## config.mk

```make
export PLATFORM = sky130hd
export DESIGN_NAME = cache_mem_arbiter
export DESIGN_NICKNAME = d
export VERILOG_FILES = /design/src/rtl/cache_mem_arbiter_pkg.sv /design/src/rtl/cache_mem_arbiter_req_reg.sv /design/src/rtl/cache_mem_arbiter.sv
export SDC_FILE = /design/constraint.sdc
export NUM_CORES = 1
export LEC_CHECK = 0
export ABC_AREA = 1
export CORE_AREA = 2 2 533 535
export CTS_CLUSTER_SIZE = 10
export DETAILED_ROUTE_END_ITERATION = 10
export DIE_AREA = 0 0 535 537
export PLACE_DENSITY = 0.3
export SETUP_SLACK_MARGIN = 0.15
export SLEW_MARGIN = 40
export SYNTH_ARGS = -nofsm -noshare
export SYNTH_HDL_FRONTEND = slang
export SYNTH_SLANG_ARGS = --single-unit
```

## constraint.sdc

```tcl
create_clock -name clk -period 3.6 [get_ports clk]
set_input_delay 0.36 -clock clk [delete_from_list [all_inputs] [get_ports clk]]
set_output_delay 0.36 -clock clk [all_outputs]
set_load 0.005 [all_outputs]
```

## src/rtl/cache_mem_arbiter_pkg.sv

```systemverilog
// cache_types: state, owner and captured memory-request types shared by the
// instruction/data cache memory-port arbiter.
package cache_types;
    localparam int REQ_ADDR_W = 32;
    localparam int REQ_LINE_W = 256;

    typedef enum logic [1:0] {IDLE, I_BUSY, D_BUSY, DONE} arb_state_t;
    typedef enum logic {ICACHE, DCACHE} arb_owner_t;

    typedef struct packed {
        logic [REQ_ADDR_W-1:0] addr;
        logic                  read;
        logic                  write;
        logic [REQ_LINE_W-1:0] wdata;
    } mem_req_t;
endpackage

```

## src/rtl/cache_mem_arbiter_req_reg.sv

```systemverilog
// arb_req_reg: holds the granted memory request stable until the next grant.
module arb_req_reg import cache_types::*; (
    input  logic     clk,
    input  logic     clr_i,
    input  logic     ld_i,
    input  mem_req_t req_i,
    output mem_req_t req_o
);
    mem_req_t req_q;

    always_ff @(posedge clk) begin
        if (clr_i) req_q <= '0;
        else if (ld_i) req_q <= req_i;
    end

    assign req_o = req_q;
endmodule

```

## src/rtl/cache_mem_arbiter.sv

```systemverilog
// cache_mem_arbiter: round-robin sharing of one cacheline memory port between the
// icache and dcache, keeping a dcache write-back and its refill back-to-back.
module cache_mem_arbiter import cache_types::*; #(
    parameter int ADDR_W      = REQ_ADDR_W,
    parameter int LINE_W      = REQ_LINE_W,
    parameter bit REFILL_LOCK = 1'b1
) (
    input  logic              clk,
    input  logic              rst,
    input  logic [ADDR_W-1:0] i_addr,
    input  logic              i_read,
    output logic [LINE_W-1:0] i_rdata,
    output logic              i_resp,
    input  logic [ADDR_W-1:0] d_addr,
    input  logic              d_read,
    input  logic              d_write,
    input  logic [LINE_W-1:0] d_wdata,
    output logic [LINE_W-1:0] d_rdata,
    output logic              d_resp,
    output logic [ADDR_W-1:0] mem_addr,
    output logic              mem_read,
    output logic              mem_write,
    output logic [LINE_W-1:0] mem_wdata,
    input  logic [LINE_W-1:0] mem_rdata,
    input  logic              mem_resp
);
    arb_state_t state_q, state_d;
    arb_owner_t last_grant_q, last_grant_d;
    mem_req_t   req_d, req_q;
    logic       req_ld, d_req, gnt_i, gnt_d, refill, busy, spurious;

    arb_req_reg u_req (
        .clk   (clk),
        .clr_i (rst),
        .ld_i  (req_ld),
        .req_i (req_d),
        .req_o (req_q)
    );

    assign d_req  = d_read || d_write;
    assign gnt_i  = i_read && (!d_req || last_grant_q == DCACHE);
    assign gnt_d  = d_req && !gnt_i;
    // req_q.write can only be set by a dcache write-back, so it marks the refill window
    assign refill = REFILL_LOCK && req_q.write && d_read;

    always_comb begin
        state_d      = state_q;
        last_grant_d = last_grant_q;
        req_ld       = 1'b0;
        req_d        = '0;
        case (state_q)
            IDLE: if (gnt_i || gnt_d) begin
                req_ld       = 1'b1;
                req_d.addr   = REQ_ADDR_W'(gnt_i ? i_addr : d_addr);
                req_d.read   = gnt_i || !d_write;
                req_d.write  = gnt_d && d_write;
                req_d.wdata  = (gnt_d && d_write) ? REQ_LINE_W'(d_wdata) : '0;
                last_grant_d = gnt_i ? ICACHE : DCACHE;
                state_d      = gnt_i ? I_BUSY : D_BUSY;
            end
            I_BUSY, D_BUSY: state_d = mem_resp ? DONE : state_q;
            DONE: begin
                req_ld     = refill;
                req_d.addr = REQ_ADDR_W'(d_addr);
                req_d.read = 1'b1;
                state_d    = refill ? D_BUSY : IDLE;
            end
        endcase
    end

    always_ff @(posedge clk) begin
        if (rst) begin
            state_q      <= IDLE;
            last_grant_q <= DCACHE;
        end else begin
            state_q      <= state_d;
            last_grant_q <= last_grant_d;
        end
    end

    assign busy      = state_q == I_BUSY || state_q == D_BUSY;
    assign mem_addr  = busy ? ADDR_W'(req_q.addr) : '0;
    assign mem_read  = busy && req_q.read;
    assign mem_write = busy && req_q.write;
    assign mem_wdata = busy ? LINE_W'(req_q.wdata) : '0;
    // a response landing on the reset cycle belongs to an abandoned request
    assign i_resp    = !rst && state_q == I_BUSY && mem_resp;
    assign d_resp    = !rst && state_q == D_BUSY && mem_resp;
    assign i_rdata   = i_resp ? mem_rdata : '0;
    assign d_rdata   = d_resp ? mem_rdata : '0;
    assign spurious  = mem_resp && (state_q == IDLE || state_q == DONE);

    always_ff @(posedge clk) begin
        if (!rst) assert (!spurious) else $warning("spurious mem_resp ignored");
    end
endmodule
```

# == Word level (Yosys, flattened, before mapping) ==
# Index checks and enable logic that the tools add are counted.
# totals
elab_cells,51
register_bits,293
# op_classes
muxes,17
eq_ne,5
reduce_logical,23
# op_table
cell,n
256-bit 2-to-1 mux,4
290-bit 2-to-1 mux,1
257-bit 2-to-1 mux,1
33-bit one-hot mux with 2 select lines,1
32-bit 2-to-1 mux,2
1-bit logical AND,10
2-bit 2-to-1 mux,4
2-bit one-hot mux with 3 select lines,1
1-bit logical OR,5
2-bit equality test (second input constant),2
1-bit zero test,4
2-bit inequality test (second input constant),2
2-bit AND reduction,2
2-bit by 1-bit equality test with 1-bit output (second input constant),1
2-bit zero test,1
1-bit 2-to-1 mux,2
1-bit one-hot mux with 2 select lines,1
2-bit OR reduction,1

# == Depth between registers and ports, before layout ==
# logic_depth
word_depth,10
mapped_depth,12
mapped_depth_nobuf,9

# == Cells and area by module ==
# A second synthesis with hierarchy kept.
# hier_totals
cells_unflattened,4075
hier_area_um2,20608.5
# by_module_without_submodules
module,seq_area_each_um2,cells_per_inst,n_inst,area_per_inst_um2
arb_req_reg,5805.6,1838,1,11781.3
cache_mem_arbiter,60.1,2237,1,8827.2

# == Worst setup path before layout ==
# No wires, ideal clock.
# synth_timing
path_type,reg2out
from,register state_q[0]
to,output mem_addr[0]
required_ns,3.240
slack_ns,1.743
path_stages_with_launch,8
arrival_ns,1.497
cell_sequence,dfxtp_1 inv_1 ha_1 buf_2 clkbuf_1 clkbuf_1 nand2_1 inv_1
# synth_via
elab_chain_len,3
word_cells_on_any_way,4
# synth_rtl
item,line,source
from (decl),cache_mem_arbiter.sv:27,"arb_state_t state_q, state_d;"
from (signal assigned),cache_mem_arbiter.sv:76,state_q <= state_d;
2-bit by 1-bit equality test with 1-bit output or 2-bit equality test (tied branches),cache_mem_arbiter.sv:81,assign busy = state_q == I_BUSY || state_q == D_BUSY;
1-bit logical OR (*),cache_mem_arbiter.sv:81,
32-bit 2-to-1 mux (*),cache_mem_arbiter.sv:82,assign mem_addr = busy ? ADDR_W'(req_q.addr) : '0;
to (decl),cache_mem_arbiter.sv:20,"output logic [ADDR_W-1:0] mem_addr,"
# Every way passes the cells marked *; elsewhere a longest branch is shown, timed or not.

# == Worst setup path in the final report ==
# layout_timing
from,register state_q[1]
to,output i_rdata[92]
# layout_via
elab_chain_len,4
# layout_rtl
item,line,source
2-bit by 1-bit equality test with 1-bit output,cache_mem_arbiter.sv:87,assign i_resp = !rst && state_q == I_BUSY && mem_resp;
1-bit logical AND (2 in series),cache_mem_arbiter.sv:87,
256-bit 2-to-1 mux,cache_mem_arbiter.sv:89,assign i_rdata = i_resp ? mem_rdata : '0;
to (decl),cache_mem_arbiter.sv:12,"output logic [LINE_W-1:0] i_rdata,"
# Every way passes these cells.

==> metrics.csv <==
metric,value,unit
status,finished clean,
Layout area overhead,103,%
# DRC,0,
Max Cap Violations,0,
CP max stage delay,0.59,ns
crit path DAT,2.87,ns
Final #Nets,5449,
Setup CP Type,register to output port,
syn_area_per_cell,5.32,um2
I/O Buffers,1385,
Fin. Hold Viols,0,
final setup TNS,0,ns
syn nets,4201,
worst-path maximum fanout,62,
cell taking the most area after synthesis,dfxtp_1,
Post-CTS Hold Buffers,0,
CP required,3.24,ns
startpoint types,register,
Post-synth EDFFs,0,
H-tree depth,2,
Root Driver,clkbuf_16,
Via density,3.11,
"antenna viol nets, final",0,
vias in the first global route,27300,
Post-Route WL,185,mm
largest net degree at the start of global routing,126,
worst hold margin,0.102,ns
routability cong.,0.848,
TritonCTS Buffers,45,
synth unique cells,22,
IO Count,1386,
worst hold path type,input pin to register,
Synth area leaders,"dfxtp_1, nand2_1, nor2_1",
Post-synth ARST share,0,
layout cell share with drive strength beyond 1,0.0337,
DIE WIDTH,535,um
CP top delay family,buffers and inverters,
Final Total Pwr,17500,uW
f_max,309,MHz
Tot GR Track Use,0.122,
Max VDD drop,593,uV
post-DP HPWL,152,mm
CTS tree,built,
relative slew slack,0.461,
first-pass GRT wire length,242,mm
Leak Pwr,0.0172,uW
Die Height,537,um
WP buf/inv,4,
final number of setup-violating endpoints,0,
top-area cell type share of the netlist area,0.305,
crit end category,output port,
clk_lat worst skew,0.62,ns
Synth Instances,3615,
Starting Density,0.0683,
wire per inst,21.4,um
sequential cell area fraction in the yosys report,0.305,
GRT overflow,0,
Tmin final,3.23,ns
commonest cells in the synthesized netlist,"nand2_1, nor2_1, inv_1",
number of clock sinks,293,
period utilization,0.898,
RSZ-0062 raised after global routing,false,
Bufs on Longest Clock Path,3,
Worst-path clk slew,0.05,ns
Ys Warns,0,
Post-Synthesis Cell Area,19200,um2
slowest CP cell,clkdlybuf4s50_1,
Row Count,195,
max-slew violation total from the final report,0,
ys flop type,dfxtp_1,
via count,26900,
core area,281000,um2
most numerous cell in the Yosys netlist,nand2_1,
power per cell area,446,nW/um2
router iterations before antenna repair,5,
crit path cell chain,inv_1 > ha_1 > nand3_4 > buf_12 > buf_12 > nor2_1 > clkdlybuf4s50_1,
initial antenna violation count,87,
most frequent cell on the critical path,buf_12,
Clock Skew,0.0232,ns
Yosys reg bits,293,
die area,287000,um2
worst-margin pin slew,0.809,ns
1st-iter DRT viols,1171,
==> worst reg2reg max path, stage by stage, from the launching register on <==
cell	delay, ns
dfxtp_1	0.39
inv_1	0.11
ha_4	0.45
buf_6	0.21
inv_1	0.16
nand2_8	0.44
buf_4	0.53
nand2_1	0.09
a21oi_1	0.16
==> state kept, by name (all words and copies together), names as in the netlist <==
register,flops
u_req.req_o,290
state_q,2
last_grant_q,1
==> path summary, 6_finish.rpt <==
kind              startpoint                to  slack [ns]  depth (start not counted)
max               state_q[1]       i_rdata[92]        0.37                          7
max reg2reg       state_q[0]  u_req.req_o[245]        1.01                          8
min                      rst      last_grant_q        0.10                          3
min reg2reg  u_req.req_o[90]   u_req.req_o[90]        0.46                          2
==> cell families after synthesis <==
kind of cell               count (synthesis)  synth area share
AOI/OAI and AO/OA                        296            0.0779
adders and majority gates                  4           0.00260
buffers and inverters                    944             0.199
DFF                                      293             0.305
and+or+nand+nor                         2078             0.415
==> timing repair <==
item,CTS,global route
buffers inserted,1,0
setup endpoints to repair,8,0
resized for setup,1,0
==> placed cells by master, fill, tap and decap left out, drive strengths merged, types with 2 or more instances in the layout <==
master         instances
nor3                   2
dfxtp                293
ha                     4
inv                  688
nand3b                33
clkinv                 9
nand3                 37
a21oi                292
bufinv                 2
clkbuf                65
nand2               1198
o21ai                  4
diode                 24
nor2                 807
clkdlybuf4s50       1369
buf                   89
clkinvlp               2
==> per-layer routing <==
layer,vias to the layer above,wire [um],GRT usage
met5,-,233,0
met4,36,6770,0.0471
met3,246,11100,0.0295
met2,1016,97100,0.229
met1,12700,69800,0.131
li1,12900,-,-
==> per-stage QoR <==
step / util / area (um2) / setup WS, ns / cells
after floorplan: - / 19200 / 1.74 / 3615
after global placement: 0.134 / 37600 / 0.731 / 8557
after detailed placement: 0.134 / 37600 / 0.716 / 8557
after CTS: 0.139 / 39000 / 0.220 / 8637
after global routing: 0.139 / 39100 / 0.189 / 8655
final: 0.139 / 39100 / 0.366 / 8662
==> layout make-up <==
| cell class | instances | area (um2) |
|---|---|---|
| clock inverter | 14 | 163 |
| tap | 3743 | 4680 |
| multi-input combinational | 2378 | 9590 |
| timing repair buffer | 1458 | 14900 |
| sequential | 293 | 5870 |
| fill | 33000 | 242000 |
| antenna | 24 | 60.1 |
| clock buffer | 65 | 1270 |
| inverter | 687 | 2590 |
==> report_power, final <==
group / switching (uW) / internal [uW]
logic: 5900 / 3150
clock network: 1870 / 2600
registers: 241 / 3700
total: 8010 / 9450
Power figures use the tool's default switching activity.
